### src/rtl/logic_result_fifo_if.sv
// logic_result_fifo_if: valid/ready bundle between logic_operations, the result FIFO and writeback.
interface logic_result_fifo_if #(parameter int N = 16);
    logic [N-1:0] in_result;
    logic [2:0]   in_opcode;
    logic         in_valid;
    logic         in_ready;
    logic [N-1:0] out_data;
    logic         out_zero;
    logic         out_parity;
    logic         out_err;
    logic         out_valid;
    logic         out_ready;
    modport master (output in_result, in_opcode, in_valid, out_ready,
                    input in_ready, out_data, out_zero, out_parity, out_err, out_valid);
    modport slave (input in_result, in_opcode, in_valid, out_ready,
                   output in_ready, out_data, out_zero, out_parity, out_err, out_valid);
endinterface

### src/rtl/logic_result_fifo.sv
// logic_result_fifo: flag-tagging result FIFO ahead of writeback.
// LOGIC_FIFO_ERR_COUNT_EN adds a saturating illegal-opcode counter on err_count.
module logic_result_fifo #(
    parameter int N     = 16,
    parameter int DEPTH = 4,
    parameter int AW    = 2
) (
    input  logic               clk,
    input  logic               rst,
    logic_result_fifo_if.slave bus,
    output logic [AW:0]        count,
    output logic [7:0]         err_count
);
    localparam logic [AW:0] full_cnt = (AW+1)'(DEPTH);
    logic [N+2:0]  mem [DEPTH];
    logic [N+2:0]  last, head, entry;
    logic [AW-1:0] wr_ptr, rd_ptr;
    logic          push, pop, err;
    // Once empty, the outputs keep showing the last popped entry
    always_comb begin
        err = !(bus.in_opcode inside {3'b000, 3'b001, 3'b010, 3'b100});
        entry = {err, ^bus.in_result, ~|bus.in_result, bus.in_result};
        bus.in_ready = count != full_cnt;
        bus.out_valid = count != '0;
        push = bus.in_valid & bus.in_ready;
        pop = bus.out_valid & bus.out_ready;
        head = bus.out_valid ? mem[rd_ptr] : last;
        {bus.out_err, bus.out_parity, bus.out_zero, bus.out_data} = head;
    end
    always_ff @(posedge clk or posedge rst) begin
        if (rst) begin
            wr_ptr <= '0;
            rd_ptr <= '0;
            count  <= '0;
            last   <= '0;
        end else begin
            if (push) wr_ptr <= wr_ptr + 1'b1;
            if (pop) begin
                rd_ptr <= rd_ptr + 1'b1;
                last   <= mem[rd_ptr];
            end
            if (push & ~pop) count <= count + 1'b1;
            else if (pop & ~push) count <= count - 1'b1;
        end
    end
    always_ff @(posedge clk) begin
        if (push) mem[wr_ptr] <= entry;
    end
`ifdef LOGIC_FIFO_ERR_COUNT_EN
    always_ff @(posedge clk or posedge rst) begin
        if (rst) err_count <= '0;
        else if (push & err & ~&err_count) err_count <= err_count + 1'b1;
    end
`else
    assign err_count = 8'h00;
`endif
endmodule

### src/flat_wrapper.sv
// flat-port wrapper written by rule: the top's interface ports become plain ports
module logic_result_fifo_flat 
#(
    parameter int N     = 16,
    parameter int DEPTH = 4,
    parameter int AW    = 2
)
  (clk, rst, count, err_count, bus_in_result, bus_in_opcode, bus_in_valid, bus_out_ready, bus_in_ready, bus_out_data, bus_out_zero, bus_out_parity, bus_out_err, bus_out_valid);
  logic_result_fifo_if #(.N(N)) bus_i ();
  input  logic clk;
  input  logic rst;
  output logic [AW:0] count;
  output logic [7:0] err_count;
  input wire logic [$bits(bus_i.in_result)-1:0] bus_in_result;
  input wire logic [$bits(bus_i.in_opcode)-1:0] bus_in_opcode;
  input wire logic [$bits(bus_i.in_valid)-1:0] bus_in_valid;
  input wire logic [$bits(bus_i.out_ready)-1:0] bus_out_ready;
  output wire logic [$bits(bus_i.in_ready)-1:0] bus_in_ready;
  output wire logic [$bits(bus_i.out_data)-1:0] bus_out_data;
  output wire logic [$bits(bus_i.out_zero)-1:0] bus_out_zero;
  output wire logic [$bits(bus_i.out_parity)-1:0] bus_out_parity;
  output wire logic [$bits(bus_i.out_err)-1:0] bus_out_err;
  output wire logic [$bits(bus_i.out_valid)-1:0] bus_out_valid;
  assign bus_i.in_result = bus_in_result;
  assign bus_i.in_opcode = bus_in_opcode;
  assign bus_i.in_valid = bus_in_valid;
  assign bus_i.out_ready = bus_out_ready;
  assign bus_in_ready = bus_i.in_ready;
  assign bus_out_data = bus_i.out_data;
  assign bus_out_zero = bus_i.out_zero;
  assign bus_out_parity = bus_i.out_parity;
  assign bus_out_err = bus_i.out_err;
  assign bus_out_valid = bus_i.out_valid;
  logic_result_fifo #(.N(N), .DEPTH(DEPTH), .AW(AW)) u_core (.clk(clk), .rst(rst), .bus(bus_i), .count(count), .err_count(err_count));
endmodule
### config.mk
export PLATFORM = sky130hd
export DESIGN_NAME = logic_result_fifo_flat
export DESIGN_NICKNAME = d
export VERILOG_FILES = /design/src/rtl/logic_result_fifo_if.sv /design/src/rtl/logic_result_fifo.sv /design/src/flat_wrapper.sv
export SDC_FILE = /design/constraint.sdc
export NUM_CORES = 1
export LEC_CHECK = 0
export CAP_MARGIN = 20
export CORE_MARGIN = 8
export CORE_UTILIZATION = 55
export DETAILED_ROUTE_END_ITERATION = 6
export GPL_TIMING_DRIVEN = 0
export PLACE_DENSITY = 0.82
export SYNTH_ARGS = -nofsm -noshare
export SYNTH_HDL_FRONTEND = slang
export SYNTH_SLANG_ARGS = --single-unit
### constraint.sdc
create_clock -name clk -period 2.7 [get_ports clk]
set_input_delay 0.81 -clock clk [delete_from_list [all_inputs] [get_ports clk]]
set_output_delay 0.81 -clock clk [all_outputs]
set_load 0.005 [all_outputs]
==> impl_metrics.toml <==
[outcome]
status = "complete, but fails checks"
violations = "negative setup slack"

[route]
initialDrtViolationCount = 93
vias = 2236
drtAntennaViolNets = 0
route.detailed.drc = 0
wl_per_cell_um = 19.3
wl_um = 8290
first_pass_iters = 4
viasPerCell = 5.21

[finish]
multi_input_area_um2 = 1390
fin_nets = 356
area_growth_pct = 23.7
drive_gt1_share_pct = 39.8
final_cell_area_um2 = 5630
final_core_util_pct = 69.3
seqCellArea_um2 = 2940
n_antenna_cell = 0
fill_cells = 515

[flow_run]
drv_cap = 0

[clock_network]
insertion_delay_ns = 0.35
clockBufferDepth = 2
cts_tree = "done"
root_buffer = "clkbuf_8"
cts_hold_buf = 0
numClockSinks = 102
clkSlewWorstSetupHoldPaths_ns = 0.10
h-tree-depth = 3
cts_made_buffers = 9

[floorplanning]
core_um2 = 8130
fp.dieH_um = 107
initial_core_util_pct = 56.0
io_pins = 55
die_x_um = 107
dieArea_um2 = 11400
rows = 33

[yosys]
ys_types = 25
yosysSeqAreaShare_pct = 64.4
syn_area_um2 = 4550
synth_area_per_cell_um2 = 18.9
syn_inst = 241
synth_top_cell_by_area = "edfxtp_1"
ys_ff_latch = 102
synth-warning-count = 0
synth.top_cell.area_share_pct = 50.1
netlist_top_cells_area = "edfxtp_1 50%, dfrtp_1 14%, mux4_2 9.4%, mux2_4 6.9%, mux2_2 4.7%"

[sta]
slew_headroom_pct = 33.1
timing.final.ws_setup_ns = -0.128
finalClockSkew_ns = 0.0112
drv_slew = 0
tightestPinTransition_ns = 1.00
rsz0062_at_grt = "true"
fin_crit_ns = 2.83
hold_ws_ns = 0.515
max_freq_mhz = 354
setup_viol = 16
hold_viol_final = 0
fin_crit_sh_pct = 105

[power]
pwr-share-clk_pct = 16.9
p_int_uw = 4590
swShare_pct = 27.8
pwr-share-seq_pct = 36.9
combinationalPowerShare_pct = 46.2
power_density_nw_per_um2 = 1130
power_uw = 6350
peakVddDrop_mv = 0.434
p_sw_uw = 1760
power.leakage_uw = 0.00225

[global_routing]
grt_usage_pct = 15.4
antenna_found_initial = 0
grt_max_degree = 20
grt_pass1_wl_um = 13100
grt-ovfl-total = 0
grt_pass1_vias = 2454

[critical_path]
r2r_setup_slack_ns = 0.28
path_buf_inv = 4
cp.required_ns = 1.89
critPathArrivalTime_ns = 2.02
cp_slowest_cell = "dfrtp_2"
worstSetupPathType = "reg -> out"
reg2reg_depth = 11
path_depth = 6
cp-start-kind = "flop"
cp_top_family = "multiplexers"
max_stage_delay_ns = 0.44
crit_path_cell_trace = "buf_12 -> buf_16 -> buf_6 -> mux4_2 -> mux2_4 -> buf_6"
crit_top_cell = "buf_6"
crit_path_max_fanout = 5
critPathCaptureType = "output port"

[hold_path]
min_path_cells = 1
hold_class = "reg -> reg"

[placement]
preCtsSetupSlack_ns = -0.202
dp_hpwl_um = 5320
io_buffer_count = 46
place_congestion = 0.776
dpl-instance-area_um2 = 5200
==> cells in the final DEF, fill, tap and decap left out, drive strengths merged, types with 8 or more instances in the layout <==
| cell type | count |
|---|---|
| edfxtp | 76 |
| buf | 49 |
| mux2 | 40 |
| clkdlybuf4s50 | 26 |
| dfrtp | 26 |
| inv | 20 |
| mux4 | 19 |
| clkbuf | 17 |
| ha | 13 |
| xnor2 | 10 |
| conb | 8 |
==> area by class of cell <==
class / count / area share (%)
Buffer: 17 / 3.58
Clock buffer: 16 / 4.33
Inverter: 20 / 1.33
Multi-Input combinational cell: 109 / 24.7
Sequential cell: 102 / 52.1
Tap cell: 105 / 2.33
Timing Repair Buffer: 60 / 11.6
==> kinds of logic (layout without fill, tap and decap cells) <==
kind of cell               after synthesis  in the layout  share of synthesized area (%)
DFF                                    102            102                           64.4
muxes                                   59             59                           21.0
buffers and inverters                   37            113                           5.66
adders and majority gates               15             15                           4.23
xor gates and xnor gates                13             13                           2.50
and+or+nand+nor                         13             13                           1.84
other                                    1              8                         0.0824
AOI/OAI and AO/OA                        1              1                          0.247
==> power by group through the flow <==
stage / Combinational (uW) / Clock (uW) / Sequential, uW
floorplan: 1660 / 0 / 2340
global placement: 2500 / 0 / 2360
detailed placement: 2570 / 0 / 2390
CTS: 2980 / 1080 / 2340
global route: 3170 / 1140 / 2380
finish: 2930 / 1080 / 2350
==> synth_stat cells <==
cell type	n
conb_1	1
buf_2	1
mux2_2	19
a21boi_2	1
buf_6	3
and2_1	4
ha_1	13
clkbuf_1	1
nand3_1	1
nor2_1	3
nand2_8	1
fa_1	1
buf_4	8
dfrtp_1	26
or3_1	1
buf_12	4
nand4_1	2
mux4_2	19
nand2_1	1
xor2_1	3
maj3_1	1
edfxtp_1	76
xnor2_1	10
inv_1	20
mux2_4	21
==> per-layer routing <==
metal / share of wire [%] / GRT usage (%)
met5: 0 / 0
met4: 1.6 / 5.93
met3: 3.1 / 3.30
met2: 54 / 27.3
met1: 41 / 17.7
==> through the flow <==
step | setup TNS, ns | std cells
after floorplan | 0 | 248
after global placement | -9.06 | 399
after detailed placement | -15.33 | 400
after CTS | -0.951 | 426
after global routing | -1.57 | 429
final | -0.647 | 429
==> path summary, 6_finish.rpt <==
path	to	startpoint
min in group asynchronous	u_core.last[13]	rst
max in group asynchronous	u_core.last[8]	rst
max reg2reg	u_core.count[2]	u_core.count[2]
max	bus_out_data[8]	u_core.rd_ptr[0]
min reg2reg	u_core.last[9]	u_core.last[9]
min	u_core.last[9]	u_core.last[9]
==> sequential cells by signal, indices dropped and copies added (netlist names) <==
name           cells
u_core.last       19
u_core.mem        76
u_core.count       3
u_core.wr_ptr      2
u_core.rd_ptr      2
==> timing repair <==
action / in CTS / in global routing
setup endpoints to repair: 20 / 19
resized for setup: 107 / 2
hold endpoints to repair: 0 / 0
pin swaps: 0 / 1
gates cloned: 2 / 0
buffers inserted: 8 / 4
(Power assumes the default switching activity.)
